**config.mk**
```make
export PLATFORM = sky130hd
export DESIGN_NAME = cache_line_fetch_arbiter_broadcast
export DESIGN_NICKNAME = d
export VERILOG_FILES = /design/src/rtl/cache_line_fetch_arbiter_broadcast.sv
export SDC_FILE = /design/constraint.sdc
export NUM_CORES = 1
export LEC_CHECK = 0
export BUFFER_PORTS_ARGS = -buffer_cell sky130_fd_sc_hd__buf_4
export CAP_MARGIN = 5
export CORE_ASPECT_RATIO = 0.5
export CORE_UTILIZATION = 30
export DETAILED_ROUTE_END_ITERATION = 10
export SLEW_MARGIN = 20
export SYNTH_ARGS = -nofsm -noshare
export SYNTH_HDL_FRONTEND = slang
export SYNTH_SLANG_ARGS = --single-unit
```
**constraint.sdc**
```tcl
create_clock -name clk -period 1.7 [get_ports clk]
set_input_delay 0.17 -clock clk [delete_from_list [all_inputs] [get_ports clk]]
set_output_delay 0.17 -clock clk [all_outputs]
set_load 0.05 [all_outputs]
```
**src/rtl/cache_line_fetch_arbiter_broadcast.sv**
```systemverilog
// Round-robin line-fetch arbiter: one memory read at a time, result broadcast to all caches.
// Latency: grant->mem_req 1 cycle, mem_rsp->bcast_valid 1 cycle, bcast_data one cycle after bcast_valid.
// Backpressure: mem_req held stable until mem_req_ready; clients hold req_valid until req_ready.
module cache_line_fetch_arbiter_broadcast #(
    parameter  int NCLIENTS         = 4,
    parameter  int DWIDTH           = 5,
    parameter  int BLOCK_WIDTH_BITS = 5,
    parameter  int LINE_ADDR_WIDTH  = 15,
    localparam int LINE_W           = DWIDTH * (2 ** BLOCK_WIDTH_BITS)
) (
    input  logic                                clk,
    input  logic                                rst,
    input  logic [NCLIENTS-1:0]                 req_valid,
    input  logic [NCLIENTS*LINE_ADDR_WIDTH-1:0] req_addr,
    output logic [NCLIENTS-1:0]                 req_ready,
    output logic [LINE_ADDR_WIDTH-1:0]          bcast_addr,
    output logic                                bcast_valid,
    output logic [LINE_W-1:0]                   bcast_data,
    output logic                                mem_req_valid,
    output logic [LINE_ADDR_WIDTH-1:0]          mem_req_addr,
    input  logic                                mem_req_ready,
    input  logic                                mem_rsp_valid,
    input  logic [LINE_W-1:0]                   mem_rsp_data,
    output logic                                busy
);

    localparam int PTR_W = (NCLIENTS > 1) ? $clog2(NCLIENTS) : 1;

    typedef enum logic [2:0] {
        S_IDLE,
        S_REQ,
        S_WAIT,
        S_BCAST,
        S_HOLD
    } state_t;

    state_t                     state;
    state_t                     state_nxt;
    logic [PTR_W-1:0]           rr_ptr;
    logic [PTR_W-1:0]           grant_idx;
    logic [LINE_ADDR_WIDTH-1:0] addr_saved;
    logic [LINE_W-1:0]          line_reg;

    logic                       any_req;
    logic [PTR_W-1:0]           arb_idx;
    logic [PTR_W-1:0]           cand;

    // Search starts just after the last client whose fetch memory accepted.
    always_comb begin
        any_req = 1'b0;
        arb_idx = '0;
        cand    = '0;
        for (int k = 1; k <= NCLIENTS; k++) begin
            cand = PTR_W'((int'(rr_ptr) + k) % NCLIENTS);
            if (!any_req && req_valid[cand]) begin
                any_req = 1'b1;
                arb_idx = cand;
            end
        end
    end

    always_comb begin
        state_nxt = state;
        case (state)
            S_IDLE:  if (any_req)       state_nxt = S_REQ;
            S_REQ:   if (mem_req_ready) state_nxt = S_WAIT;
            S_WAIT:  if (mem_rsp_valid) state_nxt = S_BCAST;
            S_BCAST:                    state_nxt = S_HOLD;
            S_HOLD:                     state_nxt = S_IDLE;
            default:                    state_nxt = S_IDLE;
        endcase
    end

    always_ff @(posedge clk) begin
        if (rst) begin
            state      <= S_IDLE;
            rr_ptr     <= PTR_W'(NCLIENTS - 1);
            grant_idx  <= '0;
            addr_saved <= '0;
            line_reg   <= '0;
        end else begin
            state <= state_nxt;
            if (state == S_IDLE && any_req) begin
                grant_idx  <= arb_idx;
                addr_saved <= req_addr[int'(arb_idx)*LINE_ADDR_WIDTH +: LINE_ADDR_WIDTH];
            end
            // Priority only rotates once memory has actually taken the request.
            if (state == S_REQ && mem_req_ready) begin
                rr_ptr <= grant_idx;
            end
            if (state == S_WAIT && mem_rsp_valid) begin
                line_reg <= mem_rsp_data;
            end
        end
    end

    // Every client waiting on the broadcast line is released, not just the granted one.
    always_comb begin
        req_ready = '0;
        if (state == S_BCAST) begin
            for (int i = 0; i < NCLIENTS; i++) begin
                req_ready[i] = req_valid[i] &&
                    (req_addr[i*LINE_ADDR_WIDTH +: LINE_ADDR_WIDTH] == addr_saved);
            end
        end
    end

    assign mem_req_valid = (state == S_REQ);
    assign mem_req_addr  = mem_req_valid ? addr_saved : '0;
    assign bcast_valid   = (state == S_BCAST);
    assign bcast_addr    = bcast_valid ? addr_saved : '0;
    assign bcast_data    = line_reg;
    assign busy          = (state != S_IDLE);

endmodule

```
==> results of run 1 <==
[power by group]
part / internal (W) / total (W) / leakage [nW] / switching [W]
logic: 0.00163 / 0.00328 / 4.65 / 0.00165
clock network: 0.00223 / 0.00407 / 0.287 / 0.00184
registers: 0.00443 / 0.00457 / 1.48 / 0.000148
[cells in the final DEF, fill, tap and decap left out, drive strengths merged, types with 15 or more instances in the layout]
cell and instances:
buf 497, and3 15, dlygate4sd3 157, and2 18, dfxtp 182, nand2 322
nor3 22, a21oi 162, mux2i 22, clkbuf 28, xnor2 48, mux2 16
[per-stage QoR]
step	instances	setup TNS [ns]	util, %	total power [W]
final	1941	-8.58	59.5	0.0119
after global routing	1941	-16.68	59.5	0.0123
after CTS	1927	-8.54	57.6	0.0118
after detailed placement	1720	-0.268	46.0	0.00711
after global placement	1720	0	46.0	0.00708
after floorplan	988	-1.01	-	0.00602
[critical path, stage by stage (launching register included)]
cell and delay (ns):
dfxtp_2 0.35, buf_4 0.16, xnor2_1 0.21, nand4_1 0.19, nor4_4 0.35, buf_6 0.20
[kinds of logic after synthesis]
| kind of cell | Yosys count |
|---|---|
| buf+inv | 86 |
| flops | 182 |
| xor+xnor | 60 |
| simple gates | 430 |
| mux | 38 |
| compound gates | 192 |
[registers in the layout, indices dropped and copies added (netlist names)]
signal and count:
rr_ptr 2, state 3, addr_saved 15, grant_idx 2
bcast_data 160
[worst paths after layout]
path / depth (start not counted) / slack (ns) / end
worst max register to register: 7 / -0.14 / addr_saved[9]$_SDFFE_PP0P_
worst max-delay path: 5 / -0.37 / req_ready[3]
worst min register to register: 2 / 0.45 / bcast_data[144]$_SDFFE_PP0P_
worst min-delay path: 3 / 0.03 / bcast_data[144]$_SDFFE_PP0P_
[repair_timing]
item | 4_1_cts | 5_1_grt
pin swaps | 41 | 18
endpoints found under the setup margin | 37 | 160
cloned | 6 | 11
setup buffers | 12 | 5
hold endpoints to repair | 157 | 0
resized for setup | 142 | 51
hold buffers | 157 | 0
[layout make-up]
| cell class | count | share of cell area (%) |
|---|---|---|
| clock buffer | 20 | 2.96 |
| multi-input combinational | 720 | 28.3 |
| tap | 344 | 2.85 |
| timing repair buffer | 663 | 40.7 |
| clock inverter | 12 | 0.936 |
| sequential | 182 | 24.3 |
[routing by layer]
metal | vias to the layer above | GRT usage [%] | part of all wire (%)
met2 | 360 | 42.5 | 52
met1 | 4527 | 27.6 | 39
li1 | 4459 | - | -
met3 | 75 | 4.39 | 5.5
met4 | 0 | 10.4 | 3.0
met5 | - | 0 | 0
==> metrics.yaml, run 1 <==
logic_synthesis:
  synthTopCellsByArea: "dfxtp_1 (47%), nand2_1 (15%), a21oi_1 (10%)"
  ys_ff_latch: 182
  synth_fa_ha_area_share_pct: 0
  synth-simple-area-share_pct: 23.6
  synth-seq-area-share_pct: 46.5
  synth_ff_type: "dfxtp_1"
  ys_top_cells_by_count: "nand2_1 (322), dfxtp_1 (182), a21oi_1 (162)"
  syn_area_per_cell_um2: 7.92
  syn_area_um2: 7830
  synth_mux_area_share_pct: 5.11
  synth_cells: 988
  ys_async_sr_fraction_pct: 0
  synth_compound_area_share_pct: 13.3
  syn_nets: 1216
  yosys_warnings: 0
  synth_top_area_share_pct: 46.5
  synth_cell_type_count: 38
  synth-xor-area-share_pct: 6.71
  synth_edf_count: 0
  synth_top_family_by_area: "simple AND/OR/NAND/NOR gates"
  yosysTopAreaCell: "dfxtp_1"
  yosys.cell_count.top_type: "nand2_1"
cells_and_area:
  seqCellArea_um2: 3660
  antenna_cells: 0
  area_delta_synth_final_pct: 92.9
  stdcell_area_um2: 15100
  layout-drive-gt1-share_pct: 40.5
  nFillCells: 2106
  layout.nets: 1812
  multi_input_area_um2: 4270
status:
  status: "finished, violations left"
  failed_checks: "setup timing"
power:
  powerDensity_nw_per_um2: 790
  leakage_nw: 6.41
  ir_drop_uv: 614
route:
  viasPerCell: 4.85
  drtPass1Iterations: 5
  final_antenna_net_count: 0
  via_count: 9421
  wl_mm: 35.5
  remaining_drc_errors: 0
  wl_per_cell_um: 18.3
  drt_iter0_drc: 654
sta:
  setup_viol: 78
  fin_crit_ns: 2.07
  slew-limit-headroom_pct: 68.6
  timing.final.crit_share_pct: 122
  slew_violations: 0
  fin_ws_ns: -0.370
  fmax_mhz: 483
  final_hold_viol_count: 0
  rsz0062_at_grt: "yes"
  tightest_slew_ns: 0.471
  whs_ns: 0.0303
  finClkSkew_ns: 0.00924
clocking:
  clk_latency_ns: 0.44
  cts_inserted_buffers: 17
  cts_root_buf: "clkbuf_16"
  clk_pin_slew_worst_paths_ns: 0.07
  htreeDepth: 4
  cts_tree: "done"
  clkSinkCount: 182
  clock_path_buffers: 2
die:
  core_um2: 25400
  num_io_pins: 425
  initial_utilization_pct: 30.8
  die_x_um: 230
  die_h_um: 116
  dieArea_um2: 26800
  rows: 41
grt:
  grt_pass1_wl_mm: 49.0
  antenna_found_initial: 0
  gr-total-overflow: 0
  first_global_vias: 9094
  grt_usage_pct: 23.5
  grt_max_degree: 91
setup_path:
  path_max_fanout: 5
  critical_path_arrival_ns: 1.90
  start_kind: "flop"
  endpoint_kind: "primary output"
  crit_path_start: "addr_saved[13]$_SDFFE_PP0P_"
  setup.worst_path.class: "reg -> out"
  required_ns: 1.53
  rr_startpoint: "state[2]$_SDFFE_PP0P_"
hold_path:
  hp-class: "in -> reg"
  worstHoldStart: "mem_rsp_data[144]"
placement:
  dp_hpwl_mm: 22.3
  gp_congestion: 0.920
  place_area_um2: 11700
  portBuffers: 424
  dp_slack_ns: -0.0467
flow_run:
  drv_cap: 0
Note: power is estimated with default switching activity, not from simulation.
==> run 2, diff against run 1 <==
- clock period: 1.7 -> 2.2 ns (I/O delays scaled with it)
==> run 2 against run 1 <==
The flow now finishes without violations. First-iteration DRC count decreased by 20%. Wire length is 14% lower. Clock skew down 0.0016 ns. Critical path type unchanged. Largest cell class unchanged. Largest power group unchanged.
==> metrics.yaml, run 2 (synthesized netlist as in run 1, its figures left out) <==
status:
  status: "finished clean"
sta:
  slew-limit-headroom_pct: 39.6
  slew_violations: 0
  final_hold_viol_count: 0
  tightest_slew_ns: 0.903
  fin_ws_ns: 0.0140
  timing.final.crit_share_pct: 99.4
  setup_viol: 0
  rsz0062_at_grt: "yes"
  finClkSkew_ns: 0.00760
  fmax_mhz: 457
  fin_crit_ns: 2.19
setup_path:
  setup.worst_path.class: "reg -> out"
  rr_startpoint: "state[2]$_SDFFE_PP0P_"
  critical_path_arrival_ns: 1.97
  endpoint_kind: "primary output"
  crit_slowest_cell: "nor4_4"
  max_stage_delay_ns: 0.34
  path_cells: "buf_4 > xnor2_1 > nand4_1 > nor4_4 > buf_6"
  path_max_fanout: 6
  required_ns: 1.98
  start_kind: "flop"
  crit_path_start: "addr_saved[7]$_SDFFE_PP0P_"
hold_path:
  worstHoldStart: "mem_rsp_data[24]"
  hp-class: "in -> reg"
clocking:
  clock_path_buffers: 2
  cts_tree: "done"
  cts_inserted_buffers: 17
  htreeDepth: 4
  cts_root_buf: "clkbuf_16"
  clkSinkCount: 182
  clk_pin_slew_worst_paths_ns: 0.08
  clk_latency_ns: 0.45
grt:
  antenna_found_initial: 1
  grt_usage_pct: 21.5
  first_global_vias: 8043
  gr-total-overflow: 0
  grt_max_degree: 121
  grt_pass1_wl_mm: 44.7
placement:
  portBuffers: 424
  dp_hpwl_mm: 22.2
  gp_congestion: 0.875
  place_inst: 1696
  dp_slack_ns: 0.141
  place_area_um2: 11400
route:
  viasPerCell: 4.71
  wl_per_cell_um: 16.9
  final_antenna_net_count: 0
  drt_iter0_drc: 525
  wl_mm: 30.6
  via_count: 8515
  drtPass1Iterations: 5
  remaining_drc_errors: 0
cells_and_area:
  layout_common_cells: "buf_4 (444), nand2_1 (321), dfxtp_1 (175), a21oi_1 (162), dlygate4sd3_1 (74)"
  layout-drive-gt1-share_pct: 36.2
  multi_input_area_um2: 3960
  stdcell_area_um2: 12900
  seqCellArea_um2: 3660
  final_common_cell: "buf_4"
  area_delta_synth_final_pct: 64.8
  nFillCells: 2445
  finalNonFillerCells: 1807
  largest_reg_flops: 160
  final_util_pct: 50.8
  layout.nets: 1677
power:
  ir_drop_uv: 464
  leakage_nw: 5.54
  power_w: 0.00874
  powerDensity_nw_per_um2: 677
die:
  die_h_um: 116
  core_um2: 25400
  num_io_pins: 425
  rows: 41
  dieArea_um2: 26800
  die_x_um: 230
  initial_utilization_pct: 30.8
flow_run:
  drv_cap: 0
## run 2: through the flow
stage	hold slack [ns]	TNS, ns
final	0.0198	0
after global routing	0.00527	-0.0700
after CTS	0.000492	-0.00893
after detailed placement	0.447	0
after global placement	0.442	0
after floorplan	0.356	0
## run 2: repair_timing
item	4_1_cts	5_1_grt
buffers inserted	0	4
gates resized for setup	13	14
hold buffers	74	0
endpoints found under the hold margin	74	0
endpoints found under the setup margin	16	17
pin swaps	2	5
## run 2: layer usage
metal,track usage [%],wire (um),share of wire [%],up-vias
met3,3.91,1130,3.7,42
met4,8.17,616,2.0,0
met2,39.8,16400,54,203
met1,25.0,12500,41,4098
li1,-,-,-,4172
met5,0,0,0,-
## run 2: cell type report
type | count | share of cell area (%)
Antenna cell | 1 | 0.0194
Clock buffer | 19 | 3.51
Clock inverter | 13 | 1.21
Multi-Input combinational cell | 720 | 30.7
Sequential cell | 182 | 28.3
Tap cell | 344 | 3.34
Timing Repair Buffer | 528 | 32.9
## run 2: worst max-delay path: cells and delay by family, from the launching register on
family / cells / cell delay [ns]
simple gates: 2 / 0.59
buf+inv: 2 / 0.37
flops: 1 / 0.33
xor+xnor: 1 / 0.23
## run 2: power breakdown
group	total, W	switching, W	leakage (nW)	internal (W)
Combinational	0.00197	0.00108	3.77	0.000887
Sequential	0.00353	0.000117	1.48	0.00341
Clock	0.00324	0.00146	0.300	0.00177
Total	0.00874	0.00266	5.54	0.00608
## run 2: final timing paths
kind	to	slack, ns	cells after the start
max	req_ready[1]	0.01	5
min	bcast_data[24]$_SDFFE_PP0P_	0.02	3
max reg2reg	addr_saved[14]$_SDFFE_PP0P_	0.15	5
min reg2reg	bcast_data[50]$_SDFFE_PP0P_	0.46	2
==> run 3, diff against run 2 <==
- HOLD_SLACK_MARGIN: unset -> 0.08
- SETUP_SLACK_MARGIN: unset -> 0.05
==> run 3 against run 2 <==
Register-to-register slack about the same. Final cell count up 4.6%. Clock power is essentially flat. Worst hold slack better by 0.086 ns. Wire length rose by 5.2%. Sequential share of layout area shrank 1.8 points. Critical path depth stayed put. Die area did not move. Global-route usage up 1.3 points. Count of clock-buffer cells in the layout unchanged. Critical path type unchanged.
==> metrics.yaml, run 3 (synthesized netlist as in run 1, its figures left out) <==
die:
  rows: 41
  num_io_pins: 425
  core_um2: 25400
  dieArea_um2: 26800
  die_h_um: 116
  initial_utilization_pct: 30.8
  die_x_um: 230
grt:
  grt_busiest_layer: "met2"
  met3_usage_pct: 4.32
  first_global_vias: 8724
  grt_pass1_wl_mm: 47.5
  use_met2_pct: 42.0
  gr-total-overflow: 0
  grt_usage_pct: 22.8
  grt_max_degree: 121
  grt_use_met1_pct: 25.9
  antenna_found_initial: 0
setup_path:
  worstReg2RegEnd: "addr_saved[14]$_SDFFE_PP0P_"
  ff2ff_setup_slack_ns: 0.16
  critical_path_arrival_ns: 1.90
  ff2ff_path_depth: 5
  required_ns: 1.98
  endpoint_kind: "primary output"
  start_kind: "flop"
  path_max_fanout: 2
  rr_startpoint: "state[2]$_SDFFE_PP0P_"
  setup.worst_path.class: "reg -> out"
route:
  remaining_drc_errors: 0
  drt_iter0_drc: 531
  via_count: 9022
  wl_per_cell_um: 17.0
  final_antenna_net_count: 0
  wl_mm: 32.2
  drtPass1Iterations: 5
  viasPerCell: 4.77
sta:
  tightest_slew_ns: 0.896
  whs_ns: 0.106
  slew_violations: 0
  finClkSkew_ns: 0.00711
  rsz0062_at_grt: "yes"
  final_hold_viol_count: 0
  timing.final.crit_share_pct: 96.3
  fin_crit_ns: 2.12
  slew-limit-headroom_pct: 40.1
  fmax_mhz: 472
  setup_viol: 0
  tns_ns: 0
cells_and_area:
  layout-drive-gt1-share_pct: 34.8
  layout_common_cells: "buf_4 (442), nand2_1 (321), dfxtp_1 (171), a21oi_1 (162), dlygate4sd3_1 (157)"
  final_common_cell: "buf_4"
  area_delta_synth_final_pct: 76.4
  layout.nets: 1761
  antenna_cells: 0
  largest_reg_flops: 160
power:
  ir_drop_uv: 466
  leakage_nw: 5.92
  powerDensity_nw_per_um2: 646
hold_path:
  hp-class: "in -> reg"
  worstHoldStart: "mem_rsp_data[76]"
  min_to: "bcast_data[76]$_SDFFE_PP0P_"
  hold_path_depth: 3
placement:
  portBuffers: 424
  dp_hpwl_mm: 22.2
  gp_congestion: 0.875
clocking:
  cts_inserted_buffers: 17
  clock_path_buffers: 2
  clkSinkCount: 182
  clk_pin_slew_worst_paths_ns: 0.07
  htreeDepth: 4
  clk_latency_ns: 0.45
  cts_tree: "done"
  cts_root_buf: "clkbuf_16"
flow_run:
  drv_cap: 0
status:
  status: "finished clean"
[run 3: final cells by class]
type	instances	area [um2]
Clock buffer	19	453
Clock inverter	13	156
Fill cell	2336	11600
Multi-Input combinational cell	720	4000
Sequential cell	182	3660
Tap cell	344	430
Timing Repair Buffer	612	5100
[run 3: power breakdown]
group / internal, W / switching, W / total, W
sequential: 0.00342 / 0.000123 / 0.00354
clock: 0.00177 / 0.00146 / 0.00324
combinational: 0.00101 / 0.00113 / 0.00214
total: 0.00620 / 0.00272 / 0.00892
[run 3: per-layer routing]
| layer | up-vias | share of wire [%] |
|---|---|---|
| met4 | 0 | 3.8 |
| met5 | - | 0 |
| met1 | 4309 | 39 |
| met2 | 294 | 53 |
| met3 | 86 | 4.3 |
| li1 | 4333 | - |
[run 3: how the worst max path moves through the flow]
stage	end	cells after the start	slack, ns	from
after floorplan	req_ready[0]	6	0.06	state[1]$_SDFFE_PP0P_
after global placement	addr_saved[6]$_SDFFE_PP0P_	5	0.20	req_valid[2]
after detailed placement	addr_saved[6]$_SDFFE_PP0P_	6	0.14	req_valid[1]
after CTS	req_ready[1]	4	0.04	addr_saved[14]$_SDFFE_PP0P_
after global routing	req_ready[1]	5	-0.06	addr_saved[10]$_SDFFE_PP0P_
final	req_ready[2]	5	0.08	addr_saved[0]$_SDFFE_PP0P_
[run 3: what timing repair did]
| item | CTS | global route |
|---|---|---|
| endpoints found under the setup margin | 16 | 19 |
| gates resized for setup | 22 | 16 |
| hold endpoints to repair | 157 | 0 |
| hold buffers | 157 | 0 |
| pin swaps | 8 | 9 |
| gates cloned | 1 | 0 |
| buffers inserted | 4 | 0 |
[run 3: worst max-delay path, cell delays in order, from the launching register on]
cell	delay [ns]
dfxtp_2	0.33
xor2_1	0.14
nor3_2	0.29
nand3_2	0.16
nor4_4	0.34
buf_6	0.20
[run 3: per-stage QoR]
| step | utilization (%) | power [W] | instance area [um2] | setup WS [ns] | cells |
|---|---|---|---|---|---|
| after global routing | 54.4 | 0.00925 | 13800 | -0.0614 | 1890 |
| after CTS | 54.1 | 0.00893 | 13700 | 0.0378 | 1890 |
| after detailed placement | 45.0 | 0.00541 | 11400 | 0.141 | 1696 |
| after floorplan | - | 0.00464 | 7890 | 0.0649 | 988 |
| final | 54.4 | 0.00892 | 13800 | 0.0814 | 1890 |
| after global placement | 45.0 | 0.00538 | 11400 | 0.198 | 1696 |
